[config.mk]
export PLATFORM = sky130hd
export DESIGN_NAME = register_bank
export DESIGN_NICKNAME = d
export VERILOG_FILES = /design/src/rtl/register_bank.sv
export SDC_FILE = /design/constraint.sdc
export NUM_CORES = 1
export LEC_CHECK = 0
export CAP_MARGIN = 30
export CORE_ASPECT_RATIO = 1.5
export CORE_MARGIN = 2
export CORE_UTILIZATION = 51
export CTS_CLUSTER_DIAMETER = 40
export DETAILED_ROUTE_END_ITERATION = 10
export HOLD_SLACK_MARGIN = 0.06
export MAX_ROUTING_LAYER = met4
export PLACE_DENSITY = 0.8
export SLEW_MARGIN = 20
export SYNTH_ARGS = -nofsm -noshare
export SYNTH_HDL_FRONTEND = slang
export SYNTH_SLANG_ARGS = --single-unit
[constraint.sdc]
create_clock -name clk -period 1.4 [get_ports clk]
set_input_delay 0.14 -clock clk [delete_from_list [all_inputs] [get_ports clk]]
set_output_delay 0.14 -clock clk [all_outputs]
set_load 0.05 [all_outputs]
[src/rtl/register_bank.sv]
// Multi-entry operand store: addressed load, swap, whole-bank rotate and clear,
// one operation per cycle, with two combinational read ports.
module register_bank #(
    parameter int WIDTH    = 8,
    parameter int NUM_REGS = 4,
    parameter int AW       = 2,
    parameter int CNT_W    = 8
) (
    input  logic                clk,
    input  logic                reset_n,
    input  logic                clear,
    input  logic [WIDTH-1:0]    data_in,
    input  logic                load,
    input  logic [AW-1:0]       load_addr,
    input  logic                swap,
    input  logic [AW-1:0]       swap_addr_a,
    input  logic [AW-1:0]       swap_addr_b,
    input  logic                rotate,
    input  logic [AW-1:0]       rd_addr_a,
    input  logic [AW-1:0]       rd_addr_b,
    output logic [WIDTH-1:0]    rd_data_a,
    output logic [WIDTH-1:0]    rd_data_b,
    output logic [NUM_REGS-1:0] written,
    output logic [CNT_W-1:0]    op_count,
    output logic                err
);

    localparam logic [AW:0]      NUM_REGS_L = (AW+1)'(NUM_REGS);
    localparam logic [CNT_W-1:0] CNT_MAX    = '1;

    function automatic logic in_range(input logic [AW-1:0] addr);
        return {1'b0, addr} < NUM_REGS_L;
    endfunction

    logic [WIDTH-1:0]    regs_q [NUM_REGS];
    logic [WIDTH-1:0]    regs_d [NUM_REGS];
    logic [NUM_REGS-1:0] written_q, written_d;
    logic [CNT_W-1:0]    cnt_q, cnt_d;
    logic                err_q, err_d;

    logic [WIDTH-1:0]    swap_val_a, swap_val_b;
    logic                swap_wr_a, swap_wr_b;
    logic                op_valid;

    // Out-of-range addresses simply match no entry, so they read as zero.
    always_comb begin
        rd_data_a  = '0;
        rd_data_b  = '0;
        swap_val_a = '0;
        swap_val_b = '0;
        swap_wr_a  = 1'b0;
        swap_wr_b  = 1'b0;
        for (int i = 0; i < NUM_REGS; i++) begin
            if (rd_addr_a == AW'(i)) rd_data_a = regs_q[i];
            if (rd_addr_b == AW'(i)) rd_data_b = regs_q[i];
            if (swap_addr_a == AW'(i)) begin
                swap_val_a = regs_q[i];
                swap_wr_a  = written_q[i];
            end
            if (swap_addr_b == AW'(i)) begin
                swap_val_b = regs_q[i];
                swap_wr_b  = written_q[i];
            end
        end
    end

    always_comb begin
        regs_d    = regs_q;
        written_d = written_q;
        cnt_d     = cnt_q;
        err_d     = 1'b0;
        op_valid  = 1'b0;
        if (clear) begin
            for (int i = 0; i < NUM_REGS; i++) regs_d[i] = '0;
            written_d = '0;
            cnt_d     = '0;
        end else if (load) begin
            if (in_range(load_addr)) begin
                op_valid = 1'b1;
                for (int i = 0; i < NUM_REGS; i++) begin
                    if (load_addr == AW'(i)) begin
                        regs_d[i]    = data_in;
                        written_d[i] = 1'b1;
                    end
                end
            end else begin
                err_d = 1'b1;
            end
        end else if (swap) begin
            if (in_range(swap_addr_a) && in_range(swap_addr_b)) begin
                op_valid = 1'b1;
                // With a == b the second write restores the original value.
                for (int i = 0; i < NUM_REGS; i++) begin
                    if (swap_addr_a == AW'(i)) begin
                        regs_d[i]    = swap_val_b;
                        written_d[i] = swap_wr_b;
                    end
                    if (swap_addr_b == AW'(i)) begin
                        regs_d[i]    = swap_val_a;
                        written_d[i] = swap_wr_a;
                    end
                end
            end else begin
                err_d = 1'b1;
            end
        end else if (rotate) begin
            op_valid  = 1'b1;
            regs_d[0] = regs_q[NUM_REGS-1];
            for (int i = 1; i < NUM_REGS; i++) regs_d[i] = regs_q[i-1];
            written_d = {written_q[NUM_REGS-2:0], written_q[NUM_REGS-1]};
        end
        if (op_valid && (cnt_q != CNT_MAX)) cnt_d = cnt_q + 1'b1;
    end

    always_ff @(posedge clk or negedge reset_n) begin
        if (!reset_n) begin
            regs_q    <= '{default: '0};
            written_q <= '0;
            cnt_q     <= '0;
            err_q     <= 1'b0;
        end else begin
            regs_q    <= regs_d;
            written_q <= written_d;
            cnt_q     <= cnt_d;
            err_q     <= err_d;
        end
    end

    assign written  = written_q;
    assign op_count = cnt_q;
    assign err      = err_q;

endmodule

=== Yosys cells after proc, flatten, opt, wreduce, memory -nomap -nowiden ===
Index checks and enable logic that the tools add are counted.

* Add/subtract/negate cells: 1
* Eq/ne operators: 24
* Mux-type cells: 62
* Reductions and logical operators: 12

{| class="wikitable"
|+ Operator list
! operator !! number
|-
| two-way mux 8 bit || 30
|-
| two-way mux 32 bit || 4
|-
| two-way mux 1 bit || 24
|-
| == test 2 bit (second input constant) || 10
|-
| inequality test 5 x 3 -> 1 bit (second input constant) || 4
|-
| two-way mux 4 bit || 4
|-
| inequality test 3 x 2 -> 1 bit (second input constant) || 4
|-
| AND reduction 3 bit || 4
|-
| == test 2 x 1 -> 1 bit (second input constant) || 5
|-
| zero test 2 bit || 5
|-
| adder 8 x 1 -> 8 bit (second input constant) || 1
|-
| inequality test 8 bit (second input constant) || 1
|-
| nonzero test 4 bit || 1
|-
| nonzero test 2 bit || 1
|-
| logical AND 1 bit || 1
|}

* Bits in registers: 44
* Input port bits: 24
* Output and inout bits: 29
* Logic and storage cells: 108

=== Longest topological paths before layout ===
Gate-level depths: netlist of run 1.

* Depth after elaboration: 10
* Gate-level depth with buffers: 9
* Gate-level depth less buffers: 6

=== Least setup slack after synthesis of run 1 ===
Ideal clock, no wire load.

* Kind: reg2reg
* Start: register cnt_q[1], in the netlist op_count[1]
* End: register cnt_q[0], in the netlist op_count[0]
* Library setup time: 0.125 ns
* Arrival: 1.806 ns
* Required time: 1.275 ns
* Path slack: -0.531 ns
* Cell stages (with the launch flop): 6
* Buffers on the path: 0
* Period minus slack after synthesis: 1.931 ns
* Path through: dfrtp_1 -> ha_1 -> nand3_1 -> nor3_1 -> nor2_1 -> mux2_2

* Cells in the longest elaborated chain, start to end: 3
* Elaborated cells between the ends (all ways): 4
* Classes of those cells: eq/ne: 1; mux: 1; reduce/logical: 2

{| class="wikitable"
|+ Ends and longest elaborated chain
! what !! line !! source
|-
| start, declared || 38 || <nowiki>logic [CNT_W-1:0] cnt_q, cnt_d;</nowiki>
|-
| start signal, assigned || 124 || <nowiki>cnt_q <= cnt_d;</nowiki>
|-
| inequality test 8 bit (*) || 112 || <nowiki>if (op_valid && (cnt_q != CNT_MAX)) cnt_d = cnt_q + 1'b1;</nowiki>
|-
| logical AND 1 bit (*) || 112 ||
|-
| two-way mux 8 bit or nonzero test 2 bit (tied branches) || - ||
|}

Mark *: on every way between the ends. The rest lies on a longest branch, timed or not.
A chain may end at the register's enable or synchronous reset.

=== Worst setup path in the final report of run 1 ===
* Start: register cnt_q[1], in the netlist op_count[1]
* End: register cnt_q[2], in the netlist op_count[2]

* Cells in the longest elaborated chain, start to end: 3
* Elaborated cells between the ends (all ways): 5
* Classes of those cells: add/sub: 1; eq/ne: 1; mux: 1; reduce/logical: 2

{| class="wikitable"
|+ Ends and longest elaborated chain
! what
|-
| parallel branches: the longest is 3 deep, another holds adder 8 x 1 -> 8 bit
|}

Parallel ways; which one is timed is not known.

==> metrics.md, run 1 <==
| Metric | Value |
|---|---|
| Synth Register Bits | 44 |
| Setup TNS | -8650 ps |
| Total power | between 6 and 7 mW |
| Vias after detailed routing | roughly 5500 |
| Pre-CTS setup slack | -776 ps |
| Clock Tree Root | clkbuf_16 |
| H-tree depth | 2 |
| Min Tclk post-route | about 1700 ps |
| Register area | 1130 um^2 |
| GRT Total Usage | 0.444 |
| Die Span X | approximately 76 um |
| Failing checks | setup timing |
| IO Count | 53 |
| GPL Wtd Cong | roughly 1.0 |
| Post-DR wirelength/cell | about 29 um |
| Unrepaired setup endpoints after global routing | yes |
| CP cell instances | ha_4, nand3_4, nor3_4, o21ba_4, nor2_4, mux2i_1 |
| Via density | ~7.4 |
| Placed Instances | approximately 660 |
| CTS max path bufs | 2 |
| Status | complete, but fails checks |
| Drt drc | 0 |
| Area of the multi-input gates | between 3000 and 4000 um^2 |
| Main synth FF type | dfrtp_1 |
| Worst setup EP type | flip-flop |
| Final period util | 1.21 |
| Post-synthesis sequential area ratio | 0.279 |
| Fmax | about 0.59 GHz |
| 1st-iter DRT viols | about 1000 |
| Initial Util | 0.522 |
| Pwr dens | ~900 nW/um^2 |
| Startpoint types | flip-flop |
| Max_cap viols | 0 |
| Yosys cell types | 54 |
| CORE AREA | 7560 um^2 |
| Num rows | 39 |
| Vert. Die Dim | 112 um |
| Yosys Warn Count | 0 |
| Syn_nets | 444 |
| Global-route wire length before repair | about 27000 um |
| Layout cell share with drive strength beyond 1 | 0.621 |
| DPL Wire Length | 10600 um |
| Slowest-stage cell, CP | dfrtp_2 |
| Max incr delay on CP | roughly 410 ps |
| WL final | roughly 21000 um |
| Number of routed nets with antenna violations | 0 |
| Vias in the first global route | a little over 5000 |
| Final setup fails | a little under 60 |
| Largest net degree at the start of global routing | 45 |
| Mapped Area | between 3000 and 4000 um^2 |
| Max transition margin | 0.623 |
| Worst-margin pin slew | around 570 ps |
| Core Util, Final | 0.910 |
| Post-Synthesis Cells | 419 |
| Fill cell count | between 200 and 300 |
| Worst EP required | roughly 1600 ps |
| Hold Fails Final Rpt | 0 |
| Pleak | between 2 and 3 nW |
| CP arrival | ~1900 ps |
| Max-slew violations | 0 |
| Layout area overhead | 74.4% |
| CTS buffer count | 5 |
| Hold slack | about 360 ps |
| First-pass DRT Iterations | 6 |
| Crit Path Class | reg -> reg |
| Antenna violations before repair | 0 |
| EDFF count, synth | 0 |
| Final #Nets | around 650 |
| Hold Path Class | in -> async |
| Dpl cell area | between 5000 and 6000 um^2 |
| Fin worst setup slack | -294 ps |
| Design area | 6880 um^2 |
| CTS tree | yes |
| Remaining Overflow, GRT | 0 |
| Die ar. | between 8000 and 9000 um^2 |
| Maximum fanout along the worst path | 6 |
| Clk slew on worst S/H paths | 60 ps |
| Port Buffers | 51 |
| Async set-reset flop share out of synthesis | 1.00 |
| Finished Layout Cells | between 700 and 800 |
| Worst skew pair latency | ~300 ps |
| Worst VDD drop | 0.653 mV |
| Clock Skew | between 5 and 6 ps |
| Antenna Cells | 0 |
| Clock sink count | 44 |
| R2R cell count | 6 |
| Mean post-synth cell area | between 9 and 10 um^2 |
| Worst reg2reg setup slack | -290 ps |
cell families after synthesis:
logic type      synth area share
buf+inv                   0.0726
other cells             0.000951
xor+xnor                 0.00222
flops                      0.279
fa+ha+maj                0.00317
compound gates             0.265
simple gates               0.173
mux                        0.205
Yosys cell counts (all sizes together) (6+ instances only):
| library cell | n | area share |
|---|---|---|
| a21oi | 28 | 0.036 |
| nor3 | 12 | 0.021 |
| buf | 27 | 0.053 |
| a222oi | 7 | 0.018 |
| o31ai | 19 | 0.042 |
| nand2 | 52 | 0.049 |
| or2 | 7 | 0.012 |
| nor2b | 12 | 0.019 |
| and3 | 6 | 0.0095 |
| mux4 | 33 | 0.19 |
| nand2b | 8 | 0.013 |
| a22o | 9 | 0.020 |
| o21ai | 32 | 0.041 |
| nor2 | 31 | 0.032 |
| o221ai | 19 | 0.042 |
| clkbuf | 10 | 0.0095 |
| o22ai | 7 | 0.011 |
| inv | 11 | 0.010 |
| dfrtp | 44 | 0.28 |
| o211ai | 6 | 0.011 |
cells in the final DEF (no fill, tap or decap), types with 9 or more instances in the layout:
cell type  Yosys  layout
mux4_2        33      33
o31ai_2        5      12
a21oi_1       28      25
o21ai_2        0      11
o21ai_1        1      13
a22o_1         9       9
o221ai_2       0      14
dfrtp_1       44      21
nand2_1       52      48
nor2_1        29      16
nor2b_1       12      12
dfrtp_2        0      23
buf_6         10      56
buf_4          5     132
inv_1         11      11
buf_12         0      21
flip-flops by register name, summed over array words and instances (netlist names):
register  flops
op_count      8
written       4
regs_q       32
metal layers:
layer  vias up  part of all wire  GRT usage
li1       2060                 -          -
met4         0              0.10      0.317
met2       639              0.46      0.655
met1      2497              0.31      0.525
met3       255              0.12     0.0860
met5         -                 0          -
critical path, delay by kind of cell (launching register included):
family / cells / cell delay [ps]
adder cells (fa/ha/maj): 1 / 170
multiplexers: 1 / 310
AND/OR/NAND/NOR: 3 / 400
AO/OA/AOI/OAI: 1 / 260
flip-flops: 1 / 410
timing repair:
action,in CTS,in global routing
hold buffers,1,0
buffers inserted,46,23
pin swaps,38,58
hold endpoints to repair,44,0
endpoints found under the setup margin,60,60
gates resized for setup,144,86
gates cloned,1,0
final cells by class:
cell class | instances | share of cell area
Tap cell | 102 | 0.0185
Clock buffer | 7 | 0.0207
Inverter | 11 | 0.00600
Clock inverter | 1 | 0.00109
Multi-Input combinational cell | 327 | 0.446
Sequential cell | 44 | 0.164
Timing Repair Buffer | 240 | 0.344
where the power goes:
group	total [mW]	switching (mW)	internal, mW
Sequential	1.60	0.175	1.43
Combinational	3.27	1.71	1.56
Clock	1.26	0.546	0.713
Total	6.13	2.43	3.69
path summary, 6_finish.rpt:
kind | from | to
max | op_count[1] | op_count[2]
min | reset_n | regs_q[12]
max reg2reg | op_count[1] | op_count[2]
min reg2reg | op_count[4] | op_count[4]
max in group asynchronous | reset_n | regs_q[17]
min in group clk | swap | regs_q[6]
Note: power is estimated with default switching activity, not from simulation.
==> inputs of run 2 (changes only) <==
==> constraint.sdc (replaced) <==
create_clock -name clk -period 1.4 [get_ports clk]
set_input_delay 0.28 -clock clk [delete_from_list [all_inputs] [get_ports clk]]
set_output_delay 0.28 -clock clk [all_outputs]
set_load 0.05 [all_outputs]
==> metrics.md, run 2 (synthesized netlist as in run 1, its figures left out) <==
| Metric | Value |
|---|---|
| Status | complete, but fails checks |
| Failing checks | DRC, setup timing |
| Vias in the first global route | 5294 (+4.4%) |
| Clock sink count | 44 (unchanged) |
| Final setup fails | 57 (-3.4%) |
| Global-route wire length before repair | 29000 um (+7.4%) |
| Worst skew pair latency | 320 ps (+20 ps) |
| Worst reg2reg endpoint | regs_q[27] |
| Layout cell share with drive strength beyond 1 | 0.638 (+0.0169) |
| Max transition margin | 0.643 (+0.0196) |
| Worst-margin pin slew | 536 ps (-29.4 ps) |
| Final period util | 1.27 (+0.0580) |
| WL final | 22800 um (+8.5%) |
| Hold Path Class | in -> reg |
| Dpl cell area | 5550 um^2 (+1.3%) |
| Number of routed nets with antenna violations | 0 (unchanged) |
| Hold Fails Final Rpt | 0 (unchanged) |
| H-tree depth | 2 (unchanged) |
| 1st-iter DRT viols | 1338 (+29%) |
| Post-DR wirelength/cell | 31.2 um (+8.7%) |
| Startpoint types | flip-flop |
| Worst Hold Depth | 2 |
| Max incr delay on CP | 520 ps (+110 ps) |
| GPL Wtd Cong | 0.995 (-3.5%) |
| Drt drc | 15 (+15) |
| Pwr dens | 958 nW/um^2 (+7.6%) |
| Clk slew on worst S/H paths | 70 ps (about the same) |
| Cell family with most CP delay | multiplexers |
| Biggest register | regs_q |
| R2R cell count | 6 (unchanged) |
| Max_cap viols | 0 (unchanged) |
| Antenna violations before repair | 0 (unchanged) |
| Design area | 6860 um^2 (-0.29%) |
| Worst reg2reg setup slack | -370 ps (-80 ps) |
| WHS Endpoint | written[0] |
| Vias after detailed routing | 5714 (+4.8%) |
| IO Count | 53 (unchanged) |
| Crit Path Class | reg -> reg |
| Vert. Die Dim | 112 um (unchanged) |
| Maximum fanout along the worst path | 4 (-2) |
| First-pass DRT Iterations | 11 (+5) |
| Hold slack | 378 ps (+20.6 ps) |
| Fmax | 0.563 GHz (-4.6%) |
| Die ar. | 8470 um^2 (unchanged) |
| Initial Util | 0.522 (unchanged) |
| Clock Tree Root | clkbuf_16 |
| Slowest-stage cell, CP | mux4_2 |
| GRT Total Usage | 0.470 (+0.0267) |
| Max-slew violations | 0 (unchanged) |
| CP arrival | 1950 ps (+100 ps) |
| Via density | 7.82 (+5.0%) |
| CTS max path bufs | 2 (unchanged) |
| Worst flop-to-flop path startpoint | regs_q[27] |
| DPL Wire Length | 10300 um (-2.5%) |
| Largest net degree at the start of global routing | 45 (unchanged) |
| Clock Skew | 10.8 ps (+5.60 ps) |
| Worst setup EP type | flip-flop |
| Worst VDD drop | 0.918 mV (+41%) |
| CP cell instances | buf_4, mux4_2, nor2_4, a21oi_2, o221ai_2, o21ai_1 |
| Max FFs per register | 32 (unchanged) |
| Most common cell after layout, fill and taps aside | buf_4 |
| Hold path startpoint | load_addr[0] |
| Layout area overhead | 73.9% |
| Final #Nets | 653 (-0.15%) |
| Unrepaired setup endpoints after global routing | yes |
| Min Tclk post-route | 1770 ps (+81.3 ps) |
| CTS tree | yes |
| Remaining Overflow, GRT | 0 (unchanged) |
| Worst EP required | 1580 ps (+20 ps) |
| Worst path bufs/invs | 1 (+1) |
| Fill cell count | 270 (-2.9%) |
| Num rows | 39 (unchanged) |
| Setup TNS | -11630 ps (-2980 ps) |
| Antenna Cells | 0 (unchanged) |
| Pleak | 2.92 nW (-0.79%) |
| Die Span X | 75.8 um (unchanged) |
| Total power | 6.57 mW (+7.2%) |
| CORE AREA | 7560 um^2 (unchanged) |
| Fin worst setup slack | -375 ps (-81.3 ps) |
| Port Buffers | 51 (unchanged) |
| Commonest cells after routing, fill and taps aside | buf_4, buf_6, nand2_1, mux4_2, dfrtp_2 |
| CTS buffer count | 5 (unchanged) |
[run 2: cell count changes in the layout (fill, tap and decap cells not counted), moves of 4 or more]
cell | before | now
dfrtp_2 | 23 | 28
o31ai_2 | 12 | 8
buf_6 | 56 | 62
buf_2 | 1 | 6
nand2_1 | 48 | 44
dfrtp_1 | 21 | 16
o31ai_1 | 6 | 10
buf_8 | 7 | 2
nand2_2 | 1 | 7
[run 2: worst register-to-register path, stage by stage, from the launching register on]
cell and delay [ps]:
dfrtp_2 450, buf_4 180, mux4_2 520, nor2_4 120
a21oi_2 80, o221ai_2 160, o21ai_1 120
[run 2: metal layers]
layer  part of all wire  up-vias  GRT usage
met1               0.30     2613      0.537
met3               0.15      307      0.130
met4               0.11        0      0.295
met5                  0        -          -
li1                   -     2062          -
met2               0.44      732      0.707
[run 2: area by class of cell]
| type | instances | area, um^2 | share of cell area |
|---|---|---|---|
| timing repair buffer | 238 | 2320 | 0.338 |
| inverter | 11 | 41.3 | 0.00602 |
| multi-input combinational | 328 | 3060 | 0.446 |
| clock inverter | 1 | 30.0 | 0.00438 |
| clock buffer | 7 | 153 | 0.0222 |
| tap | 102 | 128 | 0.0186 |
| sequential | 44 | 1140 | 0.166 |
[run 2: worst max path at each step]
stage	start	to	slack [ps]	depth (start not counted)
floorplan	written[3]	written[2]	-280	5
global placement	clear	regs_q[26]	-810	7
detailed placement	clear	regs_q[26]	-780	7
CTS	regs_q[3]	rd_data_a[3]	-320	2
global route	regs_q[2]	regs_q[18]	-630	5
finish	regs_q[27]	regs_q[27]	-370	6
[run 2: repair_timing]
action	in CTS	in global routing
hold buffers	1	0
setup buffers	58	18
pin swaps	56	29
cloned	1	0
endpoints found under the setup margin	60	60
endpoints found under the hold margin	44	0
gates resized for setup	161	63
[run 2: power breakdown]
group	leakage (nW)	internal, mW	switching, mW	total, mW
Sequential	0.539	1.43	0.197	1.63
Combinational	2.29	1.58	1.78	3.36
Clock	0.0901	0.944	0.637	1.58
Total	2.92	3.95	2.62	6.57
[run 2: per-stage QoR]
step	std cells	setup WS (ps)	utilization
floorplan	419	-283	-
detailed placement	653	-776	0.734
global route	731	-631	0.907
global placement	653	-812	0.734
finish	731	-375	0.907
CTS	719	-324	0.869
